File: src/rtl/fitness_sequencer.sv
// fitness_sequencer: presents each population tour to the distance calculator and tracks the fittest
// Ports: clk, rst (async active-high)
//   pop_we/pop_waddr/pop_wdata  tour load, dropped while busy
//   eval_start/busy/eval_done   sweep control
//   best_idx/best_dist          minimum distance and its index from the last sweep
//   fit_raddr/fit_rdata         combinational fitness readback
//   calc_tour/calc_start/calc_dist/calc_done  calculator handshake
//   err                         watchdog flag
// Optional: FITNESS_WATCHDOG_EN bounds each calculator wait to TIMEOUT cycles.
module fitness_sequencer #(
  parameter int POP_SIZE = 8,
  parameter int IDX_W    = 3,
  parameter int TOUR_W   = 150,
  parameter int DIST_W   = 12,
  parameter int TIMEOUT  = 64
) (
  input  logic              clk,
  input  logic              rst,
  input  logic              pop_we,
  input  logic [IDX_W-1:0]  pop_waddr,
  input  logic [TOUR_W-1:0] pop_wdata,
  input  logic              eval_start,
  output logic              busy,
  output logic              eval_done,
  output logic [IDX_W-1:0]  best_idx,
  output logic [DIST_W-1:0] best_dist,
  input  logic [IDX_W-1:0]  fit_raddr,
  output logic [DIST_W-1:0] fit_rdata,
  output logic [TOUR_W-1:0] calc_tour,
  output logic              calc_start,
  input  logic [DIST_W-1:0] calc_dist,
  input  logic              calc_done,
  output logic              err
);
  typedef enum logic [2:0] {IDLE, ISSUE, WAIT, STORE, DONE} state_t;
  state_t r_state;
  logic [IDX_W-1:0] r_idx;
  logic [DIST_W-1:0] r_cap;
  logic [DIST_W-1:0] r_fit [POP_SIZE];
  logic [TOUR_W-1:0] r_pop [POP_SIZE];
  logic w_last;
  assign w_last = r_idx == IDX_W'(POP_SIZE - 1);
  assign calc_tour = r_pop[r_idx];
  assign fit_rdata = r_fit[fit_raddr];
`ifdef FITNESS_WATCHDOG_EN
  localparam int CNT_W = $clog2(TIMEOUT + 1);
  logic [CNT_W-1:0] r_cnt;
  logic w_tmo;
  assign w_tmo = r_cnt == CNT_W'(TIMEOUT - 1);
`else
  assign err = 1'b0;
`endif
  always_ff @(posedge clk) if (pop_we && !busy) r_pop[pop_waddr] <= pop_wdata;
  always_ff @(posedge clk or posedge rst) begin
    if (rst) begin
      r_state <= IDLE;
      r_idx <= '0;
      r_cap <= '0;
      busy <= 1'b0;
      eval_done <= 1'b0;
      calc_start <= 1'b0;
      best_idx <= '0;
      best_dist <= '1;
      for (int i = 0; i < POP_SIZE; i++) r_fit[i] <= '1;
`ifdef FITNESS_WATCHDOG_EN
      r_cnt <= '0;
      err <= 1'b0;
`endif
    end else begin
      calc_start <= 1'b0;
      eval_done <= 1'b0;
      case (r_state)
        IDLE: if (eval_start) begin
          r_state <= ISSUE;
          r_idx <= '0;
          best_idx <= '0;
          best_dist <= '1;
          busy <= 1'b1;
`ifdef FITNESS_WATCHDOG_EN
          err <= 1'b0;
`endif
        end
        ISSUE: begin
          calc_start <= 1'b1;
          r_state <= WAIT;
`ifdef FITNESS_WATCHDOG_EN
          r_cnt <= '0;
`endif
        end
        WAIT: begin
          if (calc_done) begin
            r_cap <= calc_dist;
            r_state <= STORE;
          end
`ifdef FITNESS_WATCHDOG_EN
          else if (w_tmo) begin
            r_fit[r_idx] <= '1;
            err <= 1'b1;
            r_idx <= w_last ? r_idx : r_idx + 1'b1;
            eval_done <= w_last;
            r_state <= w_last ? DONE : ISSUE;
          end else r_cnt <= r_cnt + 1'b1;
`endif
        end
        STORE: begin
          r_fit[r_idx] <= r_cap;
          best_dist <= r_cap < best_dist ? r_cap : best_dist;
          best_idx <= r_cap < best_dist ? r_idx : best_idx;
          r_idx <= w_last ? r_idx : r_idx + 1'b1;
          eval_done <= w_last;
          r_state <= w_last ? DONE : ISSUE;
        end
        DONE: begin
          busy <= 1'b0;
          r_state <= IDLE;
        end
        default: r_state <= IDLE;
      endcase
    end
  end
endmodule

File: config.mk
export PLATFORM = sky130hd
export DESIGN_NAME = fitness_sequencer
export DESIGN_NICKNAME = d
export VERILOG_FILES = /design/src/rtl/fitness_sequencer.sv
export SDC_FILE = /design/constraint.sdc
export NUM_CORES = 1
export LEC_CHECK = 0
export CAP_MARGIN = 20
export CORE_ASPECT_RATIO = 0.8
export CORE_UTILIZATION = 63
export CTS_CLUSTER_SIZE = 28
export DETAILED_ROUTE_END_ITERATION = 12
export PLACE_DENSITY = 0.85
export SYNTH_ARGS = -nofsm -noshare
export SYNTH_HDL_FRONTEND = slang
export SYNTH_SLANG_ARGS = --single-unit
File: constraint.sdc
create_clock -name clk -period 18.3 [get_ports clk]
set_input_delay 1.83 -clock clk [delete_from_list [all_inputs] [get_ports clk]]
set_output_delay 1.83 -clock clk [all_outputs]
set_load 0.01 [all_outputs]
; ---- Word level (Yosys, flattened, before mapping)
; Memory sizes are Yosys's and may differ from the RTL's.
; Index checks and enable logic that the tools add are counted.
[classes]
addsub = 1
magnitude_cmp = 4
n_eq_ne = 9
muxes = 24
n_bitwise = 2
reduce_logical = 11
[ops]
columns = op, n
row1 = 96-bit bitwise mux, 1
row2 = 12-bit two-way mux, 5
row3 = 12-bit binary-select mux with 3-bit select, 1
row4 = 12-bit demux with 3-bit select, 1
row5 = 12-bit case mux with 2 select lines, 1
row6 = 3-bit two-way mux, 6
row7 = 12-bit < comparator, 1
row8 = 3-bit case mux with 2 select lines, 2
row9 = 3-bit case mux with 4 select lines, 1
row10 = 4-bit >= comparator (second input constant), 2
row11 = 2-bit inequality test (second input constant), 4
row12 = 3-bit NOT with 4-bit output, 2
row13 = 3-bit by 2-bit equality test with 1-bit output (second input constant), 2
row14 = 3-bit equality test (second input constant), 2
row15 = 2-bit AND reduction, 3
row16 = 3-bit AND reduction, 2
row17 = 1-bit two-way mux, 5
row18 = 4-bit by 1-bit < comparator with 1-bit output (second input constant), 1
row19 = 2-bit nonzero test, 2
row20 = 3-bit by 1-bit adder with 3-bit output (second input constant), 1
row21 = 3-bit by 1-bit equality test with 1-bit output (second input constant), 1
row22 = 3-bit logical NOT, 1
row23 = 1-bit logical AND, 2
row24 = 1-bit case mux with 2 select lines, 1
row25 = 1-bit logical NOT, 1
[totals]
register_bits = 132
mem_bits_rw = 1200
input_bits = 173
out_inout_bits = 181
wordCells = 68
mem_count = 1
[memory_table]
columns = memory, words, width, rd, rd_clocked_by_memory_dff, wr, line
row1 = r_pop, 8, 150, 1, 0, 1, 40  ; logic [TOUR_W-1:0] r_pop [POP_SIZE];

; ---- Logic depth before layout (Yosys ltp)
[logic_depth]
ltp_word = 6
mapped_depth = 9
ltp_nobuf = 7

; ---- Least setup slack after synthesis
; OpenSTA, ideal clock, no wires.
[synth_timing]
path_kind = input to register
from = input pop_waddr[2]
to = memory r_pop[0][0], enable pin
setup_time_ps = 845
arrival_time_ps = 12459
required_ps = 17455
setup_slack_ps = 4996
stages = 2
n_path_buf = 0
cell_sequence = or3b_2 nor3_1
[synth_lines]
columns = element, line
row1 = from (decl), 20  ; input logic [IDX_W-1:0] pop_waddr,
row2 = to (decl), 40
; No word-level cell before the write port.

; ---- Worst setup path in the final report
[layout_timing]
from = register r_idx[0]
to = output calc_tour[103]
[layout_between]
elab_chain_cells = 1
[layout_lines]
columns = element, line
row1 = from (decl), 37  ; logic [IDX_W-1:0] r_idx;
row2 = from (signal assigned), 109  ; r_idx <= w_last ? r_idx : r_idx + 1'b1;
row3 = memory 8 x 150 bit, -
row4 = to (decl), 29  ; output logic [TOUR_W-1:0] calc_tour,
; Every way passes these cells.

==> impl_results.md <==
- Outcome: complete, no violations
- Yosys reg bits: 1332
- Post-CTS sizing: 0
- Layout Area Growth over Synthesis: 17.08%
- Fin crit period: 6.902 ns
- Iter 0 DRT Violations: 2210
- Share of cells above drive strength 1: 35.33%
- Slew at the pin closest to its max-slew limit: 1.160 ns
- R2r startpoint: busy
- Yosys top cell by area: edfxtp_1
- Slew HR: 22.65%
- F_max: 0.1449 GHz
- # hold bufs at CTS: 0
- # clock sinks: around 1.3k
- Mux contribution to synthesized area: 20.24%
- Worst min path class: register to register
- Core ar.: 80410 µm²
- EDFF count, synth: 1200
- CP endpoint kind: output pin
- Final Instance Area: 59930 µm²
- I/O pin cnt: 354
- Root Buffer: clkbuf_16
- Post-CTS Setup Inserts: 0
- Worst setup startpoint: r_idx[0]
- Xor/xnor share of the synthesized area: 0.01711%
- Sequential cell area fraction in the yosys report: 77.12%
- Filler cells: 4124
- CTS tree: done
- Compound-Gate Fraction of Synth Area: 0.4840%
- Multi-input logic area: 11150 µm²
- Worst-path maximum fanout: 50
- Largest net degree at the start of global routing: 118
- Maxcap violations: 0
- Placed insts: 3526
- Post-synthesis simple-gate area fraction: 0.6111%
- Worst hold start: best_idx[2]
- Final period util: 37.71%
- Skew final: ~0.064 ns
- CTS Buffer Depth: 3
- Residual DRC: 0
- DR pass1 iterations: 7
- Die ar.: 82400 µm²
- Synth top cells by count: 1200 x edfxtp_1, 324 x mux4_2, 271 x mux2_2, 108 x dfstp_2, 48 x buf_2
- Adder-Cell Fraction of Synth Area: 0.3178%
- Worst hold slack: about 0.58 ns
- RSZ-0062 raised after global routing: no
- Leakage power: 19.14 nW
- Peak supply drop: 122.1 µV
- CP Launch Type: register
- Avg WL per Cell: 30.48 µm
- Req. time, crit path: 16.47 ns
- Area contributors post-synth: edfxtp_1 70%, mux4_2 14%, mux2_2 6.0%, dfstp_2 5.5%, dfrtp_1 1.2%
- Vias per inst: approximately 6.5
- Post-Layout Cell Count: 3765
- Post-DRT Antenna Nets: 0
- Global Route Usage Sum: 28.30%
- First-pass GRT wire length: 168.7 mm
- Setup TNS: 0 ns
- Mapped Cells: 2164
- Final Hold Fails: 0
- Initial antenna violation count: 15
- Worst EP arrival: 5.07 ns
- Starting density of the core: 63.66%
- Vert. Die Dim: 256.9 µm
- Post-DP HPWL: ~60 mm
- Clock insertion delay at the later pin of the skew report: about 0.71 ns
- Crit Path Category: register to output pin
- Routed Wire Length: 114.8 mm
- Die Span X: 320.7 µm
- Clock Pin Slew Worst Setup and Hold Paths: 0.06 ns
- Synthesized cell area: between 50000 and 60000 µm²
- DP Area: roughly 56000 µm²
- Rows: 93
- Mapped Nets: 2350
- PortBufs: roughly 350
- Slew Limit Fails: 0
- Top-count cell post-synth: edfxtp_1
- Final #Nets: 2743
- # setup viols final: 0
- Routed vias: about 24k
- Tot Pwr: 8.295 mW
- Yosys top cell area share: 70.40%
- Post-synth ARST share: 9.910%
- GPL Wtd Cong: 0.7886
- Sequential cell area: 39480 µm²
- CTS buffer count: 118
- Power density over cell area: 138.4 nW/µm²
- Most used DFF post-synth: edfxtp_1
- Htree depth: 3
- GRT overflow: 0
- Mapped Avg Cell Area: between 20 and 25 µm²
- Vias in the first global route: 25.07k
- Synth warn: 0
- Largest family of logic cells by synthesized area: multiplexers
- Netlist cell types: 44
==> cell type report <==
type | count | area share, %
antenna | 12 | 0.05011
clock buffer | 153 | 5.336
clock inverter | 71 | 1.132
inverter | 15 | 0.09813
multi-input combinational | 697 | 18.61
sequential | 1332 | 65.89
tap | 1092 | 2.280
timing repair buffer | 393 | 6.606
==> worst max-delay path: stages, from the launching register on <==
cell             delay [ns]
dfrtp_4                0.65
buf_4                  0.69
buf_4                  0.35
buf_16                 0.34
buf_4                  0.81
mux4_2                 0.62
mux2_2                 0.31
clkdlybuf4s50_1        0.52
==> sequential cells by signal, summed over array words and instances (netlist names) <==
name,cells
best_dist,12
best_idx,3
busy,1
calc_start,1
eval_done,1
r_cap,12
r_fit,96
r_idx,3
r_pop,1200
r_state,3
==> cells by family (layout without fill, tap and decap cells) <==
family / count (synthesis) / count (layout)
flops: 1332 / 1332
mux: 596 / 596
buf+inv: 135 / 632
simple gates: 56 / 56
compound gates: 30 / 30
fa+ha+maj: 13 / 13
other cells: 1 / 13
xor+xnor: 1 / 1
==> cells in the final DEF (no fill, tap or decap), types with 18 or more instances in the layout <==
master / netlist / routed
edfxtp_1: 1200 / 1200
clkdlybuf4s50_1: 0 / 352
mux4_2: 324 / 324
mux2_2: 271 / 271
clkbuf_16: 0 / 119
dfstp_2: 108 / 108
buf_4: 6 / 32
clkinv_1: 0 / 29
clkbuf_1: 34 / 22
dfrtp_1: 24 / 21
clkinv_2: 0 / 18
==> where the power goes <==
part	switching, mW	leakage (nW)	internal [mW]
sequential	0.153	12.2	3.50
combinational	0.948	5.07	1.23
clock	1.09	1.88	1.37
total	2.19	19.1	6.10
==> per-stage QoR <==
| stage | worst slack (ns) | util (%) |
|---|---|---|
| after floorplan | 4.996 | - |
| after global placement | 11.69 | 69.58 |
| after detailed placement | 11.62 | 69.58 |
| after CTS | 10.85 | 74.40 |
| after global routing | 11.00 | 74.52 |
| final | 11.40 | 74.53 |
==> metal layers <==
| layer | vias to the layer above | track usage (%) | wire length, µm |
|---|---|---|---|
| met1 | 12950 | 38.05 | 42430 |
| met2 | 1307 | 47.49 | 59630 |
| met3 | 199 | 6.155 | 9724 |
| met4 | 12 | 7.722 | 2890 |
| li1 | 9902 | - | - |
| met5 | - | 0 | 82 |
==> final timing paths <==
| path | slack (ns) | to | cells past startpoint |
|---|---|---|---|
| setup / recovery | 11.40 | calc_tour[103] | 7 |
| hold / removal | 0.58 | best_idx[2] | 2 |
| setup reg to reg | 14.34 | r_pop[4][85] | 5 |
| hold reg to reg | 0.58 | best_idx[2] | 2 |
| max in group asynchronous | 15.52 | r_fit[9] | 4 |
| min in group asynchronous | 1.58 | busy | 2 |
No activity file was read; power rests on OpenSTA's default activity.
